===== config.mk =====
export PLATFORM = sky130hd
export DESIGN_NAME = clint_ctrl_flat
export DESIGN_NICKNAME = d
export VERILOG_FILES = /design/src/rtl/clint_pkg.sv /design/src/rtl/clint_if.sv /design/src/rtl/clint_tick_gen.sv /design/src/rtl/clint_ctrl.sv /design/src/flat_wrapper.sv
export SDC_FILE = /design/constraint.sdc
export NUM_CORES = 1
export LEC_CHECK = 0
export BUFFER_PORTS_ARGS = -buffer_cell sky130_fd_sc_hd__buf_2
export CAP_MARGIN = 30
export CORE_ASPECT_RATIO = 0.7
export CORE_MARGIN = 10
export CORE_UTILIZATION = 50
export CTS_BUF_LIST = sky130_fd_sc_hd__clkbuf_4 sky130_fd_sc_hd__clkbuf_8
export DETAILED_ROUTE_END_ITERATION = 7
export GPL_ROUTABILITY_DRIVEN = 0
export PLACE_DENSITY = 0.83
export RECOVER_POWER = 100
export SLEW_MARGIN = 20
export SYNTH_ARGS = -nofsm -noshare
export SYNTH_HDL_FRONTEND = slang
export SYNTH_SLANG_ARGS = --single-unit

===== constraint.sdc =====
create_clock -name clk -period 6.4 [get_ports clk]
set_clock_uncertainty 0.15 [all_clocks]
set_input_delay 0.32 -clock clk [delete_from_list [all_inputs] [get_ports clk]]
set_output_delay 0.32 -clock clk [all_outputs]
set_load 0.02 [all_outputs]

===== src/rtl/clint_pkg.sv =====
// Shared CLINT definitions: register offsets, reset values, widths and decode helpers.
package clint_pkg;

    localparam int unsigned XLEN          = 64;
    localparam int unsigned ADDR_W        = 64;
    localparam int unsigned STRB_W        = XLEN / 8;
    localparam int unsigned PRESC_W       = 16;
    localparam int unsigned MTIME_DIV_DEF = 100;

    localparam logic [15:0] MSIP_OFF     = 16'h0000;
    localparam logic [15:0] MTIMECMP_OFF = 16'h4000;
    localparam logic [15:0] MTIME_OFF    = 16'hBFF8;

    localparam logic [XLEN-1:0] MTIMECMP_RST = {XLEN{1'b1}};

    typedef enum logic [1:0] {
        REG_NONE,
        REG_MSIP,
        REG_MTIMECMP,
        REG_MTIME
    } reg_sel_e;

    // Only offset bits [15:3] select a register; the byte-in-word bits are ignored.
    function automatic reg_sel_e decode_reg(input logic [15:0] off);
        reg_sel_e sel;
        sel = REG_NONE;
        if (off[15:3] == MSIP_OFF[15:3])          sel = REG_MSIP;
        else if (off[15:3] == MTIMECMP_OFF[15:3]) sel = REG_MTIMECMP;
        else if (off[15:3] == MTIME_OFF[15:3])    sel = REG_MTIME;
        return sel;
    endfunction

    function automatic logic [XLEN-1:0] merge_lanes(input logic [XLEN-1:0]   cur,
                                                    input logic [XLEN-1:0]   wdata,
                                                    input logic [STRB_W-1:0] we);
        logic [XLEN-1:0] res;
        res = cur;
        for (int unsigned i = 0; i < STRB_W; i++) begin
            if (we[i]) res[8*i +: 8] = wdata[8*i +: 8];
        end
        return res;
    endfunction

endpackage


===== src/rtl/clint_if.sv =====
// CLINT access bus from the data-path bridge; rdata is returned the cycle after a read.
interface clint_if;
    import clint_pkg::*;

    logic              clint_en;
    logic [STRB_W-1:0] clint_we;
    logic [ADDR_W-1:0] clint_addr;
    logic [XLEN-1:0]   clint_wdata;
    logic [XLEN-1:0]   clint_rdata;

    modport master (
        output clint_en, clint_we, clint_addr, clint_wdata,
        input  clint_rdata
    );

    modport slave (
        input  clint_en, clint_we, clint_addr, clint_wdata,
        output clint_rdata
    );
endinterface


===== src/rtl/clint_tick_gen.sv =====
// mtime prescaler: counts 0..MTIME_DIV-1 and flags the last count; clr_i restarts it at 0.
module clint_tick_gen
    import clint_pkg::*;
#(
    parameter int unsigned MTIME_DIV = MTIME_DIV_DEF
) (
    input  logic clk,
    input  logic rst,
    input  logic clr_i,
    output logic tick_c_o
);

    localparam logic [PRESC_W-1:0] LAST_CNT = PRESC_W'(MTIME_DIV - 1);

    logic [PRESC_W-1:0] cnt_q, cnt_d;

    assign tick_c_o = (cnt_q == LAST_CNT);

    always_comb begin
        cnt_d = cnt_q + PRESC_W'(1);
        if (clr_i || tick_c_o) cnt_d = '0;
    end

    always_ff @(posedge clk or posedge rst) begin
        if (rst) cnt_q <= '0;
        else     cnt_q <= cnt_d;
    end

endmodule


===== src/rtl/clint_ctrl.sv =====
// Core-local interruptor: MSIP, MTIMECMP and MTIME registers plus timer/software interrupts.
// Define CLINT_PRESCALER_EN to advance mtime every MTIME_DIV cycles instead of every cycle.
module clint_ctrl
    import clint_pkg::*;
#(
    parameter int unsigned MTIME_DIV = MTIME_DIV_DEF
) (
    input  logic    clk,
    input  logic    rst,
    clint_if.slave  bus,
    output logic    timer_irq,
    output logic    soft_irq
);

    logic            tick_c, wr_c, rd_c, mtime_wr_c;
    reg_sel_e        sel_c;
    logic [XLEN-1:0] mtime_inc_c;
    logic [XLEN-1:0] mtime_q, mtime_d;
    logic [XLEN-1:0] mtimecmp_q, mtimecmp_d;
    logic [XLEN-1:0] rdata_q, rdata_d;
    logic            msip_q, msip_d;
    logic            irq_q, irq_d;
    logic            unused_addr;

    assign wr_c        = bus.clint_en && (bus.clint_we != '0);
    assign rd_c        = bus.clint_en && (bus.clint_we == '0);
    assign sel_c       = decode_reg(bus.clint_addr[15:0]);
    assign mtime_wr_c  = wr_c && (sel_c == REG_MTIME);
    assign mtime_inc_c = mtime_q + XLEN'(tick_c);
    assign unused_addr = ^{bus.clint_addr[ADDR_W-1:16], bus.clint_addr[2:0]};

`ifdef CLINT_PRESCALER_EN
    clint_tick_gen #(
        .MTIME_DIV (MTIME_DIV)
    ) u_tick_gen (
        .clk      (clk),
        .rst      (rst),
        .clr_i    (mtime_wr_c),
        .tick_c_o (tick_c)
    );
`else
    logic unused_div;
    assign tick_c     = 1'b1;
    assign unused_div = ^32'(MTIME_DIV);
`endif

    // Reads sample pre-edge state; MTIME writes merge into the already-incremented value.
    always_comb begin
        mtime_d    = mtime_inc_c;
        mtimecmp_d = mtimecmp_q;
        msip_d     = msip_q;
        rdata_d    = rdata_q;
        irq_d      = (mtime_q >= mtimecmp_q);

        if (wr_c) begin
            case (sel_c)
                REG_MSIP:     if (bus.clint_we[0]) msip_d = bus.clint_wdata[0];
                REG_MTIMECMP: mtimecmp_d = merge_lanes(mtimecmp_q, bus.clint_wdata, bus.clint_we);
                REG_MTIME:    mtime_d    = merge_lanes(mtime_inc_c, bus.clint_wdata, bus.clint_we);
                default:      ;
            endcase
        end

        if (rd_c) begin
            case (sel_c)
                REG_MSIP:     rdata_d = XLEN'(msip_q);
                REG_MTIMECMP: rdata_d = mtimecmp_q;
                REG_MTIME:    rdata_d = mtime_q;
                default:      rdata_d = '0;
            endcase
        end
    end

    always_ff @(posedge clk or posedge rst) begin
        if (rst) begin
            mtime_q    <= '0;
            mtimecmp_q <= MTIMECMP_RST;
            msip_q     <= 1'b0;
            rdata_q    <= '0;
            irq_q      <= 1'b0;
        end else begin
            mtime_q    <= mtime_d;
            mtimecmp_q <= mtimecmp_d;
            msip_q     <= msip_d;
            rdata_q    <= rdata_d;
            irq_q      <= irq_d;
        end
    end

    assign bus.clint_rdata = rdata_q;
    assign timer_irq       = irq_q;
    assign soft_irq        = msip_q;

endmodule


===== src/flat_wrapper.sv =====
// flat-port wrapper written by rule: the top's interface ports become plain ports
module clint_ctrl_flat import clint_pkg::*;
#(
    parameter int unsigned MTIME_DIV = MTIME_DIV_DEF
)
  (clk, rst, timer_irq, soft_irq, bus_clint_en, bus_clint_we, bus_clint_addr, bus_clint_wdata, bus_clint_rdata);
  clint_if bus_i ();
  input  logic clk;
  input  logic rst;
  output logic timer_irq;
  output logic soft_irq;
  input wire logic [$bits(bus_i.clint_en)-1:0] bus_clint_en;
  input wire logic [$bits(bus_i.clint_we)-1:0] bus_clint_we;
  input wire logic [$bits(bus_i.clint_addr)-1:0] bus_clint_addr;
  input wire logic [$bits(bus_i.clint_wdata)-1:0] bus_clint_wdata;
  output wire logic [$bits(bus_i.clint_rdata)-1:0] bus_clint_rdata;
  assign bus_i.clint_en = bus_clint_en;
  assign bus_i.clint_we = bus_clint_we;
  assign bus_i.clint_addr = bus_clint_addr;
  assign bus_i.clint_wdata = bus_clint_wdata;
  assign bus_clint_rdata = bus_i.clint_rdata;
  clint_ctrl #(.MTIME_DIV(MTIME_DIV)) u_core (.clk(clk), .rst(rst), .bus(bus_i), .timer_irq(timer_irq), .soft_irq(soft_irq));
endmodule

Word level (Yosys, flattened, before mapping)
Cells that the tools add are included.
{"block": "word_totals", "word_cells": 47, "register_bits": 194, "in_bits": 139, "out_inout_bits": 66}
{"block": "op_classes", "reduce_logical": 14, "magnitude_cmp": 1, "addsub": 1, "n_eq_ne": 5, "n_mux": 14}
{"op": "64-bit one-hot mux with 3 select lines", "count": 1}
{"op": "64-bit two-way mux", "count": 2}
{"op": "64-bit by 1-bit adder with 64-bit output, second input constant", "count": 1}
{"op": "64-bit greater-or-equal comparator", "count": 1}
{"op": "8-bit two-way mux", "count": 8}
{"op": "3-bit AND reduction", "count": 9}
{"op": "13-bit by 12-bit == test with 1-bit output, second input constant", "count": 1}
{"op": "13-bit == test, second input constant", "count": 1}
{"op": "13-bit logical NOT", "count": 1}
{"op": "8-bit logical NOT", "count": 1}
{"op": "8-bit nonzero test", "count": 1}
{"op": "2-bit two-way mux", "count": 3}
{"op": "2-bit == test, second input constant", "count": 2}
{"op": "2-bit by 1-bit == test with 1-bit output, second input constant", "count": 1}
{"op": "1-bit logical AND", "count": 2}

Depth between registers and ports, before layout
{"block": "depth", "ltp_word": 7, "depth_mapped": 8, "mapped_depth_nobuf": 8}

Worst setup path after synthesis
OpenSTA, ideal clock, no wires.
{"block": "synth_path", "path_type": "register -> register", "from": "register u_core.mtimecmp_q[14]", "to": "register u_core.irq_q, in the netlist u_core.timer_irq", "setup_slack_ps": 4123, "n_path_buf": 0, "t_arrival_ps": 1995, "synth_period_minus_slack_ps": 2277, "t_required_ps": 6118, "setup_time_ps": 132, "stages_incl_launch_ff": 9, "cell_sequence": "dfstp_2 > inv_1 > ha_1 > a21oi_1 > nand2_1 > a221o_1 > o31a_1 > nor4_1 > o21ai_0"}
{"block": "synth_via", "elab_chain_cells": 1}
{"item": "start, declared", "line_no": "clint_ctrl.sv:19", "text": "logic [XLEN-1:0] mtimecmp_q, mtimecmp_d;"}
{"item": "start signal, assigned", "line_no": "clint_ctrl.sv:83", "text": "mtimecmp_q <= mtimecmp_d;"}
{"item": "64-bit greater-or-equal comparator", "line_no": "clint_ctrl.sv:53", "text": "irq_d = (mtime_q >= mtimecmp_q);"}
{"item": "net u_core.irq_d", "line_no": "clint_ctrl.sv:22", "text": "logic irq_q, irq_d;"}
{"item": "end signal, assigned", "line_no": "clint_ctrl.sv:86", "text": "irq_q <= irq_d;"}
{"item": "end, declared", "line_no": "clint_ctrl.sv:22"}
The timed path passes the listed nets, and every way through them passes these cells.
A chain may end at the register's enable or synchronous reset.

Worst setup path after layout
{"block": "layout_path", "from": "input bus_clint_we[5]", "to": "register u_core.rdata_q[28], in the netlist u_core.bus.clint_rdata[28]"}
{"block": "layout_via", "elab_chain_cells": 2}
{"item": "start, declared", "line_no": "flat_wrapper.sv:13", "text": "input wire logic [$bits(bus_i.clint_we)-1:0] bus_clint_we;"}
{"item": "8-bit logical NOT", "line_no": "clint_ctrl.sv:26", "text": "assign rd_c = bus.clint_en && (bus.clint_we == '0);"}
{"item": "1-bit logical AND", "line_no": "clint_ctrl.sv:26"}
{"item": "end signal, assigned", "line_no": "clint_ctrl.sv:85", "text": "rdata_q <= rdata_d;"}
{"item": "end, declared", "line_no": "clint_ctrl.sv:20", "text": "logic [XLEN-1:0] rdata_q, rdata_d;"}
No other way between the ends.

==> results_dict.tcl <==
set metrics [dict create \
    clock_latency_on_the_worst_skew_pair_ns 0.48 \
    worst_ep_required_time_ns 6.44 \
    drt_first_pass_iters 7 \
    synth_seq_area_share 0.4647 \
    tightestPinTransition_ns 3.902 \
    die-height_um 141.9 \
    fillerInstances 1737 \
    critical_path_arrival_ns 4.22 \
    area_of_the_multi_input_gates_mm2 0.005177 \
    max_stage_delay_cell_worst_path "clkbuf_1" \
    first_global_vias 8868 \
    ys_async_sr_fraction 1.000 \
    finalWorstPathRequiredPeriod_ns 4.181 \
    viasPerCell 5.734 \
    grt_pass1_wl_um 47860 \
    drt_iter0_drc 782 \
    rsz0062_at_grt "false" \
    synth-edff-count 0 \
    initial_utilization 0.5103 \
    finalSetupViolations 0 \
    setup-tns-final_ns 0 \
    max-vdd-ir-drop_mv 0.09863 \
    fin_nets 1498 \
    timing.final.hold_violations 0 \
    vias 9105 \
    cts-root-to-sink-buffers 2 \
    tritoncts_buffers 17 \
    post_cts_resize_count 0 \
    count_of_cell_types_in_the_netlist 52 \
    floorplan.core_area_mm2 0.02081 \
    regArea_mm2 0.004935 \
    port_buffers 153 \
    io_pins 205 \
    antenna_found_initial 6 \
    clock_tree.root_cell "clkbuf_8" \
    cts_num_sinks 194 \
    die_w_um 194.2 \
    drt_wl_total_um 29990 \
    grtUsageTotal 0.2131 \
    synthesis.area_mm2 0.01062 \
    status "finished with violations" \
    cts.reportedPaths.clkPinSlew_ns 0.10 \
    path_delay_family "buffers and inverters" \
    grt_max_degree 131 \
    timing.critical_path.from_type "primary input" \
    worst-path-buf-inv 2 \
    failed_checks "max-capacitance violations, max-slew violations" \
    crit_path_end_kind "register" \
    yosys_most_used_dff "dfrtp_1" \
    holdCritPathClass "in2reg" \
    tritoncts "built" \
    mappedNetlistNets 1295 \
    cap_violations 1 \
    yosysWarnings 0 \
    drc 0 \
    path_max_fanout 102 \
    timing.critical_path.slowest_cell_delay_ns 2.78 \
    avgSynthCellArea_um2 9.733 \
    most_common_cell_after_layout_fill_and_taps_aside "dfrtp_1" \
    route.antenna.remaining_nets 0 \
    flow.area_growth_from_synthesis_pct 18.52 \
    worstSetupPathType "in2reg" \
    htreeDepth 4 \
    power_density_mw_per_mm2 187.3 \
    die_area_mm2 0.02756 \
    fin_util 0.6048 \
    relSlewSlack -1.601 \
    dp_hpwl_um 21310 \
    post_drt_wl_per_cell_um 18.88 \
    floorplan.rows 44 \
    post_synth_inst_count 1091 \
    final_layout_size_suffix_gt1_frac 0.1982 \
    slew_viol_final 103 \
    dpl_worst_slack_ns 3.092 \
    final.setup.worst_slack_ns 2.219 \
    timing.final.crit_share 0.6534 \
    crit_chain "buf_2 > nor4_1 > nand4_1 > clkbuf_1 > o21ai_0" \
    timing.reg2reg.setup_slack_ns 3.26 \
    most-common-layout-cells "130 x dfrtp_1, 127 x nand2_1, 93 x o21ai_0, 84 x buf_2, 79 x inv_1" \
    ys_seq_elements 194 \
    static-leakage-power_nw 5.191 \
    global_route.overflow_total 0 \
    fmax_mhz 239.2 \
]
-- state kept, by name, indices dropped and copies added (netlist names) --
signal,cells
u_core.mtime_q,64
u_core.soft_irq,1
u_core.bus.clint_rdata,64
u_core.timer_irq,1
u_core.mtimecmp_q,64
-- per-layer routing --
layer  GRT usage  share of wire
met4     0.06298          0.019
met1      0.3057           0.48
met2      0.3112           0.43
met5           0        0.00077
met3     0.05250          0.075
-- synthesized netlist by cell type, types with 4 or more instances --
master / number / area share
a21o_1: 12 / 0.0085
nor3_1: 12 / 0.0057
nor2_1: 63 / 0.022
clkbuf_1: 35 / 0.012
a31oi_1: 9 / 0.0053
nand3_1: 34 / 0.016
a22oi_1: 63 / 0.045
o21ai_0: 91 / 0.043
nand4_1: 34 / 0.020
or3_1: 12 / 0.0071
dfrtp_1: 130 / 0.31
ha_1: 65 / 0.077
nand2_1: 127 / 0.045
and4_1: 4 / 0.0033
xnor2_1: 24 / 0.020
mux2_2: 67 / 0.071
nor4_1: 18 / 0.011
and3_1: 14 / 0.0082
a21oi_1: 63 / 0.030
xor2_1: 27 / 0.022
inv_1: 80 / 0.028
dfstp_2: 64 / 0.16
-- power breakdown --
part / switching, mW / internal (mW) / leakage, nW / total, mW
registers: 0.0300 / 1.24 / 2.37 / 1.27
logic: 0.103 / 0.0977 / 2.62 / 0.201
clock network: 0.484 / 0.398 / 0.204 / 0.883
total: 0.617 / 1.74 / 5.19 / 2.36
-- logic make-up (layout without fill, tap and decap cells) --
family / after synthesis / after routing / synth area share
flops: 194 / 194 / 0.4647
compound gates: 251 / 251 / 0.1399
mux: 68 / 68 / 0.07199
xor+xnor: 51 / 51 / 0.04206
other cells: 0 / 5 / 0
buf+inv: 121 / 337 / 0.04371
simple gates: 341 / 341 / 0.1611
fa+ha+maj: 65 / 65 / 0.07659
-- per-stage QoR --
step / cell area [um^2] / instances / hold slack (ns) / power (mW)
floorplan: 10620 / 1091 / 0.2857 / 1.385
global placement: 11620 / 1484 / 0.3077 / 1.456
detailed placement: 11640 / 1486 / 0.3151 / 1.463
CTS: 12720 / 1583 / 0.1131 / 2.370
global route: 12580 / 1585 / 0.1302 / 2.446
finish: 12590 / 1588 / 0.1365 / 2.357
-- worst register-to-register path: stages, from the launching register on --
cell	delay, ns
dfrtp_1	0.51
ha_1	0.33
nand3_1	0.23
nor3_1	0.25
clkbuf_1	0.66
nand3_1	0.35
or3_1	0.39
a31oi_1	0.20
-- final timing paths --
check | from | to | depth (start not counted)
setup reg to reg | u_core.mtime_q[0] | u_core.mtime_q[62] | 7
max in group asynchronous | rst | u_core.mtime_q[1] | 4
hold reg to reg | u_core.bus.clint_rdata[49] | u_core.bus.clint_rdata[49] | 2
hold / removal | bus_clint_we[6] | u_core.mtime_q[53] | 3
min in group asynchronous | rst | u_core.bus.clint_rdata[49] | 3
setup / recovery | bus_clint_we[5] | u_core.bus.clint_rdata[28] | 5
-- cell type report --
type,count,share of cell area
inverter,80,0.02446
clock inverter,15,0.01551
sequential,194,0.3921
multi-input combinational,776,0.4114
timing repair buffer,225,0.1096
tap,276,0.02744
antenna,5,0.0009941
clock buffer,17,0.01859
-- repair_timing --
item	CTS	global route
hold buffers	65	0
buffers inserted	0	0
hold endpoints to repair	219	0
Note: power is estimated with default switching activity, not from simulation.
